## config.mk

```make
export PLATFORM = sky130hd
export DESIGN_NAME = pwm_capture
export DESIGN_NICKNAME = d
export VERILOG_FILES = /design/src/rtl/pwm_capture.sv
export SDC_FILE = /design/constraint.sdc
export NUM_CORES = 1
export LEC_CHECK = 0
export BUFFER_PORTS_ARGS = -buffer_cell sky130_fd_sc_hd__buf_2
export CAP_MARGIN = 30
export CORE_MARGIN = 1
export CORE_UTILIZATION = 35
export DETAILED_ROUTE_END_ITERATION = 7
export PLACE_DENSITY_LB_ADDON = 0.2
export SLEW_MARGIN = 10
export SYNTH_ARGS = -nofsm -noshare
export SYNTH_HDL_FRONTEND = slang
export SYNTH_SLANG_ARGS = --single-unit
```

## constraint.sdc

```tcl
create_clock -name clk -period 3 [get_ports clk]
set_input_delay 0.15 -clock clk [delete_from_list [all_inputs] [get_ports clk]]
set_output_delay 0.15 -clock clk [all_outputs]
set_load 0.005 [all_outputs]
```

## src/rtl/pwm_capture.sv

```systemverilog
// pwm_capture: measures the period and high time of an external PWM signal.
//
// The input is brought into the clk domain through a two-flop synchronizer
// (s1 -> s2) and delayed once more (s3) so that a rising edge is seen as
// s2 & ~s3. Two saturating counters run between rising edges; at each rising
// edge after the first, their values are latched as one measurement and a
// one-cycle strobe is raised.
//
// Ports:
//   clk          system clock, all logic on posedge
//   rst_n        synchronous active-low reset
//   pwm_in       asynchronous PWM input
//   period_out   last measured period (rising edge to rising edge), clk cycles
//   duty_out     last measured high time, clk cycles
//   sample_valid one-cycle pulse when period_out/duty_out update
//   locked       high while consecutive periods are being measured
//   lost         high after a timeout, cleared by the next rising edge
//   dbg_state_o  current FSM state (0 WAIT, 1 FIRST, 2 RUN)
//
// Handshake: sample_valid is a pure strobe with no ready; a consumer must
// capture period_out/duty_out in the cycle sample_valid is high. The values
// stay stable until the next strobe.
module pwm_capture #(
  parameter int WIDTH   = 26,
  parameter int TIMEOUT = 4000000
) (
  input  logic             clk,
  input  logic             rst_n,
  input  logic             pwm_in,
  output logic [WIDTH-1:0] period_out,
  output logic [WIDTH-1:0] duty_out,
  output logic             sample_valid,
  output logic             locked,
  output logic             lost,
  output logic [1:0]       dbg_state_o
);

  localparam logic [WIDTH-1:0] TMO = WIDTH'(TIMEOUT);
  localparam logic [WIDTH-1:0] ONE = WIDTH'(1);

  typedef enum logic [1:0] {
    ST_WAIT  = 2'd0,
    ST_FIRST = 2'd1,
    ST_RUN   = 2'd2
  } state_e;

  state_e           state_q, state_d;
  logic             s1_q, s2_q, s3_q;
  logic [WIDTH-1:0] per_cnt_q, per_cnt_d;
  logic [WIDTH-1:0] hi_cnt_q, hi_cnt_d;
  logic [WIDTH-1:0] period_q, period_d;
  logic [WIDTH-1:0] duty_q, duty_d;
  logic             valid_q, valid_d;
  logic             locked_q, locked_d;
  logic             lost_q, lost_d;

  logic rise;
  logic timeout;

  assign rise    = s2_q & ~s3_q;
  // A rise in the same cycle the period counter saturates wins over timeout.
  assign timeout = (per_cnt_q == TMO) & ~rise;

  // Counters: both load 1 on a rise (the rise cycle is itself high), then
  // count up and hold at TMO so they never wrap.
  always_comb begin
    per_cnt_d = per_cnt_q;
    hi_cnt_d  = hi_cnt_q;
    if (rise) begin
      per_cnt_d = ONE;
      hi_cnt_d  = ONE;
    end else begin
      if (per_cnt_q != TMO) per_cnt_d = per_cnt_q + ONE;
      if (s2_q && (hi_cnt_q != TMO)) hi_cnt_d = hi_cnt_q + ONE;
    end
  end

  // State register and all datapath registers.
  always_ff @(posedge clk) begin
    if (!rst_n) begin
      state_q   <= ST_WAIT;
      s1_q      <= 1'b0;
      s2_q      <= 1'b0;
      s3_q      <= 1'b0;
      per_cnt_q <= '0;
      hi_cnt_q  <= '0;
      period_q  <= '0;
      duty_q    <= '0;
      valid_q   <= 1'b0;
      locked_q  <= 1'b0;
      lost_q    <= 1'b0;
    end else begin
      state_q   <= state_d;
      s1_q      <= pwm_in;
      s2_q      <= s1_q;
      s3_q      <= s2_q;
      per_cnt_q <= per_cnt_d;
      hi_cnt_q  <= hi_cnt_d;
      period_q  <= period_d;
      duty_q    <= duty_d;
      valid_q   <= valid_d;
      locked_q  <= locked_d;
      lost_q    <= lost_d;
    end
  end

  // Next-state logic.
  always_comb begin
    state_d = state_q;
    unique case (state_q)
      ST_WAIT:  if (rise) state_d = ST_FIRST;
      ST_FIRST: begin
        if (rise)         state_d = ST_RUN;
        else if (timeout) state_d = ST_WAIT;
      end
      ST_RUN:   if (timeout) state_d = ST_WAIT;
      default:  state_d = ST_WAIT;
    endcase
  end

  // Output logic: measurements are only latched on a rise that closes a
  // full period, so the outputs hold through timeout and WAIT.
  always_comb begin
    period_d = period_q;
    duty_d   = duty_q;
    valid_d  = 1'b0;
    locked_d = locked_q;
    lost_d   = lost_q;
    unique case (state_q)
      ST_WAIT: begin
        if (rise) lost_d = 1'b0;
      end
      ST_FIRST, ST_RUN: begin
        if (rise) begin
          period_d = per_cnt_q;
          duty_d   = hi_cnt_q;
          valid_d  = 1'b1;
          locked_d = 1'b1;
          lost_d   = 1'b0;
        end else if (timeout) begin
          locked_d = 1'b0;
          lost_d   = 1'b1;
        end
      end
      default: begin
        locked_d = 1'b0;
      end
    endcase
  end

  assign period_out   = period_q;
  assign duty_out     = duty_q;
  assign sample_valid = valid_q;
  assign locked       = locked_q;
  assign lost         = lost_q;
  assign dbg_state_o  = state_q;

endmodule

```

Word-level counts from Yosys, hierarchy flattened --
Index checks and enable logic that the tools add are counted.
Word-level totals: memory bits (writable) 0, memories kept 0, output and inout bits 57, bits of input ports 3, word-level logic and storage cells 55, register bits 112, bits in latches 0, ROM bits 0
Cells by class: $lt $le $gt $ge 0, reductions and logical operators 11, shift operators 0, muxes and demuxes 16, equality and inequality tests 7, div/mod/pow operators 0, add/subtract/negate cells 2, $mul 0, bitwise operators 6
Operator list (count):
- 26-bit by 1-bit adder with 26-bit output (second input constant) | 2
- 26-bit by 22-bit != test with 1-bit output (second input constant) | 2
- 26-bit by 22-bit == test with 1-bit output (second input constant) | 1
- 1-bit two-way mux | 10
- 2-bit two-way mux | 3
- 2-bit one-hot mux with 3 select lines | 1
- 2-bit AND reduction | 3
- 2-bit nonzero test | 3
- 1-bit inverter | 4
- 1-bit one-hot mux with 2 select lines | 2
- 2-bit OR reduction | 2
- 3-bit != test (second input constant) | 1
- 3-bit AND reduction | 1
- 1-bit bitwise AND | 2
- 2-bit by 1-bit == test with 1-bit output (second input constant) | 1
- 2-bit == test (second input constant) | 1
- 2-bit zero test | 1
- 2-bit != test (second input constant) | 1
- 1-bit logical AND | 1

Longest topological paths before layout --
Gate-level depths: netlist of the first run.
depth after elaboration 7, gate-level depth with buffers 7, mapped depth without buffers 6

Worst setup path before layout of the first run --
Ideal clock, no wire load.
kind flip-flop to flip-flop, from reg per_cnt_q[0], to reg per_cnt_q[20], stages on the path, launching flop included 6, clock period less this slack 1.683 ns, required time 2.930 ns, arrival time 1.613 ns, buffers on the path 0, setup time 0.070 ns, setup slack 1.317 ns, cells stage by stage dfxtp_1 ha_1 and4_1 nand3_1 or4_1 a21oi_1
On the way: word-level cells in the longest chain between the ends 1, elaborated cells between the ends (all ways) 2, those cells by class add/sub (1); eq/ne (1)
RTL lines:
- start, declared | RTL line 49 | logic [WIDTH-1:0] per_cnt_q, per_cnt_d;
- start signal, assigned | RTL line 97 | per_cnt_q <= per_cnt_d;
- 26-bit by 1-bit adder with 26-bit output / 26-bit by 22-bit != test with 1-bit output (equally long branches) | RTL line 73 | if (per_cnt_q != TMO) per_cnt_d = per_cnt_q + ONE;
Several ways; a longest one is shown, not always the timed one. A chain may end at the register's enable or synchronous reset.

Final worst setup path of the first run --
from reg s2_q, to reg per_cnt_q[13]
On the way: word-level cells in the longest chain between the ends 2
RTL lines:
- start, declared | RTL line 48 | logic s1_q, s2_q, s3_q;
- start signal, assigned | RTL line 95 | s2_q <= s1_q;
- 1-bit bitwise AND | RTL line 60 | assign rise = s2_q & ~s3_q;
- 2-bit OR reduction (no line)
Every way passes these cells.

==> results of run 1 <==
==> registers in the layout (all words and copies together) (netlist names) <==
name,cells
duty_out,26
hi_cnt_q,26
per_cnt_q,26
period_out,26
dbg_state_o,2
locked,1
lost,1
s1_q,1
s2_q,1
s3_q,1
sample_valid,1
==> tightest hold or removal path, cell delays in order <==
cell	delay, ps
buf_2	170
o21ai_0	90
nor3_1	50
==> layout make-up <==
cell class | instances | share of cell area
Clock buffer | 13 | 0.04802
Tap cell | 180 | 0.04002
Inverter | 11 | 0.007337
Sequential cell | 112 | 0.3984
Timing Repair Buffer | 67 | 0.06358
Clock inverter | 3 | 0.002668
Multi-Input combinational cell | 436 | 0.4400
==> path summary, 6_finish.rpt <==
path	startpoint	end	slack, ps	cells past startpoint
max	s2_q	per_cnt_q[13]	850	4
max reg2reg	s2_q	per_cnt_q[13]	850	4
min reg2reg	s1_q	s2_q	450	1
min	rst_n	hi_cnt_q[0]	150	3
==> cells in the final DEF (no fill, tap or decap), drive strengths merged, types with 11 or more instances in the layout <==
cell    count
or4        15
and4       11
xor2       11
clkbuf     13
a21oi      82
nand2     125
nand4      23
nor4       11
dfxtp     112
nor2       34
nand3      25
buf        66
o21ai      16
==> cell families (layout without fill, tap and decap cells) <==
logic type      count (synthesis)  in the layout  synth area share
xor+xnor                       21             21           0.03711
fa+ha+maj                       8              8           0.02020
buf+inv                        55             94           0.04797
flops                         112            112            0.4524
simple gates                  283            283            0.3002
mux                             1              1          0.002020
compound gates                123            123            0.1401
==> per-stage QoR <==
| step | worst slack [ps] | instance area (um^2) | hold WS (ps) | utilization | std cells |
|---|---|---|---|---|---|
| 6_report | 845.7 | 5628 | 148.2 | 0.4070 | 822 |
| 5_1_grt | 619.6 | 5628 | 176.4 | 0.4070 | 822 |
| 2_1_floorplan | 1317 | 4956 | 277.3 | - | 603 |
| 3_3_place_gp | 962.5 | 5333 | 366.3 | 0.3857 | 805 |
| 3_5_place_dp | 865.0 | 5333 | 372.9 | 0.3857 | 805 |
| 4_1_cts | 850.2 | 5628 | 141.2 | 0.4070 | 822 |
==> power breakdown <==
group	leakage, nW	switching (mW)	internal [mW]
logic	0.958	0.0537	0.0226
clock network	0.145	0.523	0.628
registers	0.903	0.0113	1.49
==> routing by layer <==
layer,part of all wire,up-vias
met4,0.023,0
met1,0.43,2031
met5,0,-
met3,0.044,19
met2,0.50,79
li1,-,2185
==> Yosys cell counts (7+ instances only) <==
library cell  instances
a21oi_1              82
and2_1                7
and4_1               11
buf_2                21
clkbuf_1             21
dfxtp_1             112
ha_1                  8
inv_1                11
nand2_1             124
nand3_1              25
nand4_1              19
nor2_1               34
nor3_1                7
nor4_1                9
o21ai_0              16
o31ai_1              10
or3_1                 7
or4_1                15
xnor2_1              10
xor2_1               11
==> what timing repair did <==
| item | 4_1_cts | 5_1_grt |
|---|---|---|
| resized for setup | 0 | 0 |
| hold endpoints to repair | 1 | 0 |
| hold buffers | 1 | 0 |
==> results by group, run 1 <==
Final layout
  – Fill cells: 1,446
  – Share of cells above drive strength 1: 0.1480
  – Storage element area: 2242 um^2
  – Multi-input gate area: 2476 um^2
  – # diodes: 0
  – Fin nets: 648
  – Area grow syn2layout: 13.56%

Yosys
  – Top cell type's share of synthesized area: 0.4524
  – Area contributors post-synth: dfxtp_1 (45%), nand2_1 (9.4%), a21oi_1 (8.3%)
  – Mapped cell area: slightly below 5000 um^2
  – Async S/R FF share, synth: 0
  – Count of cell types in the netlist: 48
  – Post-synth EDFFs: 0
  – Synth Flop Type: dfxtp_1
  – Synth Register Bits: 112
  – Syn Nets: 614
  – Mean area per synthesized cell: 8.219 um^2
  – Register area share after synthesis: 0.4524
  – Yosys warns: 0
  – Largest area contributor in the netlist: dfxtp_1
  – Synthesized instance count: 603

Timing
  – Worst-margin pin slew: about 870 ps
  – RSZ-0062 raised after global routing: false
  – Fin Setup TNS: 0 ps
  – Relative slew margins: 0.4169
  – Highest clock rate: 0.4642 GHz
  – Skew final: slightly above 9 ps
  – Tmin final: 2154 ps
  – Setup Viol. Count Final: 0
  – Pins over their slew limit: 0
  – Period utilisation layout: 0.7181
  – Final Hold Vio Count: 0

Clocking
  – Clock Latency Late Sink: 350 ps
  – H-Tree Level Count: 3
  – CTS tree: yes
  – Num CTS Buffers: 9
  – CTS Sinks: about 110
  – Setup Buffers After CTS: 0
  – CTS Buffer Depth: 2
  – Root buf cell: clkbuf_16
  – Clock-pin slew on the worst setup and hold paths: 70 ps

Die
  – Die area: 14,640 um^2
  – Die X: 121.0 um
  – Initial Utilization: 0.3584
  – Vert. Die Dim: 121.0 um
  – Row cnt: 43
  – Total I/O pin count: 60
  – Area of the core: 13,830 um^2

Global route
  – Global Route Usage Sum: 0.1720
  – Vias in the first global route: 4,190
  – Routing usage on met2: 0.2939
  – GR Util met1: 0.2027
  – Routing usage on met3: 0.05310
  – Global-route wire length before repair: 19,920 um
  – Largest net degree at the start of global routing: 59
  – GRT Max-Usage Layer: met2
  – Remaining Overflow, GRT: 0
  – Initial antenna violation count: 0

Power
  – Leak: 2.006 nW
  – Peak supply drop: 0.4401 mV
  – Pwr per Cell Area: between 400 and 500 nW/um^2
  – Total power: between 2 and 3 mW

Worst setup path
  – CP max FO: 26
  – Setup CP Type: register to register
  – Worst EP arrival: around 2400 ps
  – Buf/Inv on CP: 1
  – Max incr delay on CP: roughly 720 ps
  – Cell Chain, Critical Path: nand2b_1 > nand2_1 > buf_4 > nor2_1
  – CP startpoint kind: register
  – CP required: between 3000 and 4000 ps
  – Slowest CP cell: nand2_1
  – Crit. End Element: register
  – Critical path's top delay family: simple AND/OR/NAND/NOR gates

Job
  – Max_cap viols: 0

Detailed routing
  – Wire length per cell: 14.22 um
  – Remaining DRCs: 0
  – Iteration count of the initial detailed-routing pass: 4
  – Starting DRT DRC Count: 193
  – Vias: 4,314
  – Final WL: 11,690 um
  – Antenna viol nets, final: 0
  – Vias per cell: ~5.2

Outcome
  – Status: finished, final reports clean

Hold path
  – Hold Path Class: input port to register

Place
  – Port Buf Inserts: 59
  – RePlAce Congestion: 0.7828
  – DP HPWL: 8186 um
(Power assumes the default switching activity.)
==> run 2: changes to the inputs <==
==> constraint.sdc (replaced) <==
create_clock -name clk -period 1.85 [get_ports clk]
set_input_delay 0.0925 -clock clk [delete_from_list [all_inputs] [get_ports clk]]
set_output_delay 0.0925 -clock clk [all_outputs]
set_load 0.005 [all_outputs]
==> results by group, run 2 (synthesis gave the netlist of run 1 again) <==
Timing
  – Fin Hold WS: 74.54 ps
  – Highest clock rate: approximately 0.57 GHz
  – Worst-margin pin slew: 606.9 ps
  – Relative slew margins: 0.5954
  – RSZ-0062 raised after global routing: false
  – Period utilisation layout: 0.9553
  – Pins over their slew limit: 0
  – Final WS setup: between 80 and 90 ps
  – Setup Viol. Count Final: 0
  – Fin Setup TNS: 0 ps
  – Skew final: approximately 5.6 ps
  – Final Hold Vio Count: 0
  – Tmin final: 1767 ps

Detailed routing
  – Wire length per cell: approximately 15 um
  – Vias per cell: 5.208
  – Iteration count of the initial detailed-routing pass: 5
  – Final WL: 12,630 um
  – Antenna viol nets, final: 0
  – Remaining DRCs: 0
  – Starting DRT DRC Count: 251
  – Vias: 4,500

Clocking
  – CTS tree: yes
  – Clock Latency Late Sink: 350 ps
  – CTS Buffer Depth: 2
  – CTS Sinks: 112
  – Clock-pin slew on the worst setup and hold paths: 70 ps
  – Num CTS Buffers: 9
  – Root buf cell: clkbuf_16
  – H-Tree Level Count: 3

Final layout
  – Commonest non-fill, non-tap cell in the layout: nand2_1
  – Final core occ: 0.4382
  – Share of cells above drive strength 1: 0.2222
  – Multi-input gate area: 2504 um^2
  – Final cell count without fillers: 864
  – Storage element area: 2255 um^2
  – Area grow syn2layout: 22.27%
  – # diodes: 0
  – Fill cells: 1,406
  – Fin nets: 690
  – Commonest cells after routing, fill and taps aside: nand2_1 (124), dfxtp_1 (102), a21oi_1 (82)
  – Post-route cell area: just over 6000 um^2

Global route
  – Global-route wire length before repair: between 20,000 and 25,000 um
  – Remaining Overflow, GRT: 0
  – Largest net degree at the start of global routing: approximately 60
  – Initial antenna violation count: 0
  – Vias in the first global route: ~4,300
  – Global Route Usage Sum: 0.1789

Hold path
  – Hold Path Class: input port to register

Worst setup path
  – CP max FO: 27
  – CP required: 2070 ps
  – Crit. End Element: register
  – CP startpoint kind: register
  – Setup CP Type: register to register
  – Worst EP arrival: around 2000 ps

Power
  – Pwr per Cell Area: 759.4 nW/um^2
  – Leak: 2.264 nW
  – Peak supply drop: 0.6407 mV
  – Total power: around 4.6 mW

Die
  – Area of the core: 13,830 um^2
  – Vert. Die Dim: 121.0 um
  – Die X: 121.0 um
  – Die area: between 10,000 and 15,000 um^2
  – Initial Utilization: 0.3584
  – Row cnt: 43
  – Total I/O pin count: 60

Place
  – Port Buf Inserts: 59
  – Setup WS pre-CTS: 30.81 ps
  – RePlAce Congestion: 0.8126
  – Placed cells: 845
  – DP HPWL: 8611 um
  – Dpl cell area: 5670 um^2

Outcome
  – Status: finished, final reports clean

Job
  – Max_cap viols: 0
run 2: cell count changes in the layout (fill, tap and decap cells not counted), moves of 2 or more:
cell,before,now
dfxtp_2,0,10
dfxtp_1,112,102
and4_2,0,2
and4_1,11,9
buf_4,7,45
buf_12,0,3
run 2: worst max-delay path: stages (launching register included):
cell and delay, ps:
dfxtp_1 420, inv_1 110, ha_1 390, nand3b_1 170, buf_4 190, clkbuf_16 190
nand2_1 90, a21oi_1 60
run 2: timing repair:
item,in CTS,in global routing
setup buffers,0,1
cloned,0,1
pin swaps,0,1
hold buffers,1,0
resized for setup,1,15
setup endpoints to repair,1,16
hold endpoints to repair,1,0
run 2: routing by layer:
metal / part of all wire / GRT usage
met3: 0.034 / 0.05028
met1: 0.45 / 0.2162
met5: 0 / 0
met2: 0.51 / 0.3111
met4: 0.0081 / 0.04398
run 2: worst paths after layout:
check,start,end,slack (ps),cells past startpoint
worst min register to register,period_out[2],period_out[2],450,2
worst max-delay path,dbg_state_o[0],period_out[0],80,7
worst max register to register,dbg_state_o[0],period_out[0],80,7
worst min-delay path,rst_n,hi_cnt_q[0],70,3
run 2: cell type report:
type	instances	area share
clock inverter	5	0.008879
tap	180	0.03717
inverter	11	0.006814
sequential	112	0.3721
clock buffer	11	0.04171
multi-input combinational	436	0.4132
timing repair buffer	109	0.1202
run 2: report_power, final:
| group | switching, mW | leakage (nW) | total, mW | internal (mW) |
|---|---|---|---|---|
| clock network | 0.889 | 0.156 | 2.01 | 1.12 |
| logic | 0.0997 | 1.20 | 0.156 | 0.0562 |
| registers | 0.0134 | 0.908 | 2.43 | 2.42 |
| total | 1.00 | 2.26 | 4.60 | 3.60 |
==> run 3: changes to the inputs <==
--- a/config.mk
+++ b/config.mk
@@ -5,12 +5,12 @@
 export SDC_FILE = /design/constraint.sdc
 export NUM_CORES = 1
 export LEC_CHECK = 0
+export ABC_AREA = 1
 export BUFFER_PORTS_ARGS = -buffer_cell sky130_fd_sc_hd__buf_2
 export CAP_MARGIN = 30
 export CORE_MARGIN = 1
 export CORE_UTILIZATION = 35
 export DETAILED_ROUTE_END_ITERATION = 7
-export PLACE_DENSITY_LB_ADDON = 0.2
 export SLEW_MARGIN = 10
 export SYNTH_ARGS = -nofsm -noshare
 export SYNTH_HDL_FRONTEND = slang
==> results by group, run 3 <==
Place
  – Dpl cell area: 6100 um^2
  – Port Buf Inserts: 59
  – DP HPWL: between 10,000 and 15,000 um
  – RePlAce Congestion: 0.9568

Die
  – Die area: around 16,000 um^2
  – Total I/O pin count: 60
  – Vert. Die Dim: 127.5 um
  – Die X: roughly 130 um
  – Area of the core: between 15,000 and 20,000 um^2
  – Row cnt: 45
  – Initial Utilization: 0.3600

Yosys
  – Simple-Gate Fraction of Synth Area: 0.3440
  – Synth Area in Adders: 0.01815
  – Post-synth EDFFs: 0
  – Top cell type's share of synthesized area: 0.4066
  – Async S/R FF share, synth: 0
  – Commonest cells in the netlist: nand2_1 (228), dfxtp_1 (112), a21oi_1 (103)
  – Largest family of logic cells by synthesized area: simple AND/OR/NAND/NOR gates
  – Synth Register Bits: 112
  – Top-count cell post-synth: nand2_1
  – Post-synthesis xor/xnor area fraction: 0.03018
  – Yosys warns: 0
  – Area contributors post-synth: dfxtp_1 (41%), nand2_1 (16%), a21oi_1 (9.3%)
  – Compound-cell area share of the yosys netlist: 0.1103
  – Largest area contributor in the netlist: dfxtp_1
  – Mux share of post-synthesis cell area: 0
  – Count of cell types in the netlist: 33
  – Mapped cell area: ~5500 um^2
  – Synth Flop Type: dfxtp_1
  – Syn Nets: roughly 810
  – Mean area per synthesized cell: ~7 um^2
  – Synthesized instance count: 803
  – Register area share after synthesis: 0.4066

Worst setup path
  – Setup CP Type: register to register
  – Worst R2R End: hi_cnt_q[16]
  – Crit. End Element: register
  – CP startpoint kind: register
  – Worst EP arrival: about 2000 ps
  – CP required: 2150 ps
  – Register-to-register setup slack: 140 ps
  – Worst r2r path cells: 8
  – CP max FO: 5
  – Worst r2r src: hi_cnt_q[1]

Global route
  – Global Route Usage Sum: 0.1883
  – Global-route wire length before repair: 24,020 um
  – Largest net degree at the start of global routing: 56
  – Vias in the first global route: 5,014
  – Initial antenna violation count: 0
  – Remaining Overflow, GRT: 0

Detailed routing
  – Vias: 5,194
  – Final WL: roughly 14,000 um
  – Remaining DRCs: 0
  – Antenna viol nets, final: 0
  – Vias per cell: 4.765
  – Wire length per cell: 13.21 um
  – Iteration count of the initial detailed-routing pass: 4
  – Starting DRT DRC Count: 280

Power
  – Pwr per Cell Area: approximately 730 nW/um^2
  – Peak supply drop: approximately 0.45 mV
  – Internal: 3.560 mW
  – Comb pwr share: 0.060
  – NetSw: 1.136 mW
  – Leak: approximately 2.5 nW
  – Net Sw Frac: 0.2419
  – Seq pwr share: 0.520
  – Clock share of power: 0.420

Final layout
  – Commonest cells after routing, fill and taps aside: nand2_1 (228), dfxtp_1 (111), a21oi_1 (103)
  – Commonest non-fill, non-tap cell in the layout: nand2_1
  – Multi-input gate area: 2795 um^2
  – Fill cells: 1,698
  – Fin nets: 885
  – Area grow syn2layout: 16.84%
  – Share of cells above drive strength 1: 0.1513
  – Post-route cell area: between 6000 and 7000 um^2
  – Storage element area: 2243 um^2
  – # diodes: 0

Timing
  – Final Hold Vio Count: 0
  – Pins over their slew limit: 0
  – Setup Viol. Count Final: 0
  – Tmin final: 1708 ps
  – Period utilisation layout: 0.9234
  – Fin Hold WS: 20.72 ps
  – Relative slew margins: 0.6001
  – Highest clock rate: around 0.6 GHz
  – Worst-margin pin slew: between 500 and 600 ps
  – Skew final: 9.805 ps

Clocking
  – Clock Latency Late Sink: 370 ps
  – Num CTS Buffers: 9
  – CTS Buffer Depth: 2
  – Root buf cell: clkbuf_16
  – H-Tree Level Count: 3
  – Clock-pin slew on the worst setup and hold paths: 70 ps
  – CTS tree: yes
  – CTS Sinks: 112

Outcome
  – Status: finished, final reports clean

Hold path
  – Hold Path Class: input port to register
  – Hold Path Stages: 3
  – WHS Endpoint: s1_q
  – Min-delay src: rst_n

Job
  – Max_cap viols: 0
-- run 3: worst max-delay path, stage by stage (launching register included) --
cell	delay, ps
dfxtp_1	410
ha_1	260
nand3_1	160
inv_1	170
nand2_1	130
nor2_1	160
xor2_1	160
nand2_1	70
a21oi_1	120
-- run 3: area by class of cell --
type                       count  area share
sequential                   112      0.3482
clock buffer                   9     0.03496
tap                          211     0.04098
inverter                      66     0.03865
timing repair buffer          97     0.09245
clock inverter                 7     0.01088
multi-input combinational    588      0.4339
-- run 3: repair_timing --
| action | CTS | global route |
|---|---|---|
| endpoints found under the setup margin | 0 | 8 |
| hold buffers | 1 | 0 |
| setup buffers | 0 | 2 |
| endpoints found under the hold margin | 1 | 0 |
| gates resized for setup | 0 | 5 |
-- run 3: kinds of logic (layout without fill, tap and decap cells) --
kind of cell,Yosys count,after routing
AOI/OAI and AO/OA,121,121
and+or+nand+nor,440,440
adders and majority gates,8,8
DFF,112,112
buffers and inverters,103,179
xor gates and xnor gates,19,19
-- run 3: worst max path at each step --
stage	slack (ps)	to	start	cells after the start
2_1_floorplan	230	period_out[25]	dbg_state_o[0]	6
3_3_place_gp	210	dbg_state_o[1]	s2_q	8
3_5_place_dp	120	per_cnt_q[24]	per_cnt_q[1]	7
4_1_cts	110	per_cnt_q[24]	per_cnt_q[1]	7
5_1_grt	-0.7	dbg_state_o[1]	s2_q	8
6_report	140	hi_cnt_q[16]	hi_cnt_q[1]	8
-- run 3: power by group through the flow --
stage               Sequential, mW  Clock, mW  Combinational, mW
floorplan                     2.50          0              0.202
finish                        2.44       1.97              0.281
global placement              2.50          0              0.275
detailed placement            2.50          0              0.277
CTS                           2.44       2.05              0.280
global route                  2.44       2.12              0.316
-- run 3: per-stage QoR --
stage / total power, mW / instances / util / TNS, ps / setup slack, ps
global route: 4.884 / 1090 / 0.4207 / -0.6841 / -0.6841
global placement: 2.771 / 1071 / 0.3983 / 0 / 212.7
CTS: 4.775 / 1088 / 0.4182 / 0 / 112.8
floorplan: 2.698 / 803 / - / 0 / 233.3
detailed placement: 2.774 / 1071 / 0.3983 / 0 / 123.7
finish: 4.696 / 1090 / 0.4207 / 0 / 141.7
-- run 3: routing by layer --
layer,track usage,up-vias,routed length [um]
met5,0,-,0
met4,0.07423,0,365
met3,0.04313,31,441
met2,0.3340,79,7094
met1,0.2186,2350,6502
li1,-,2734,-
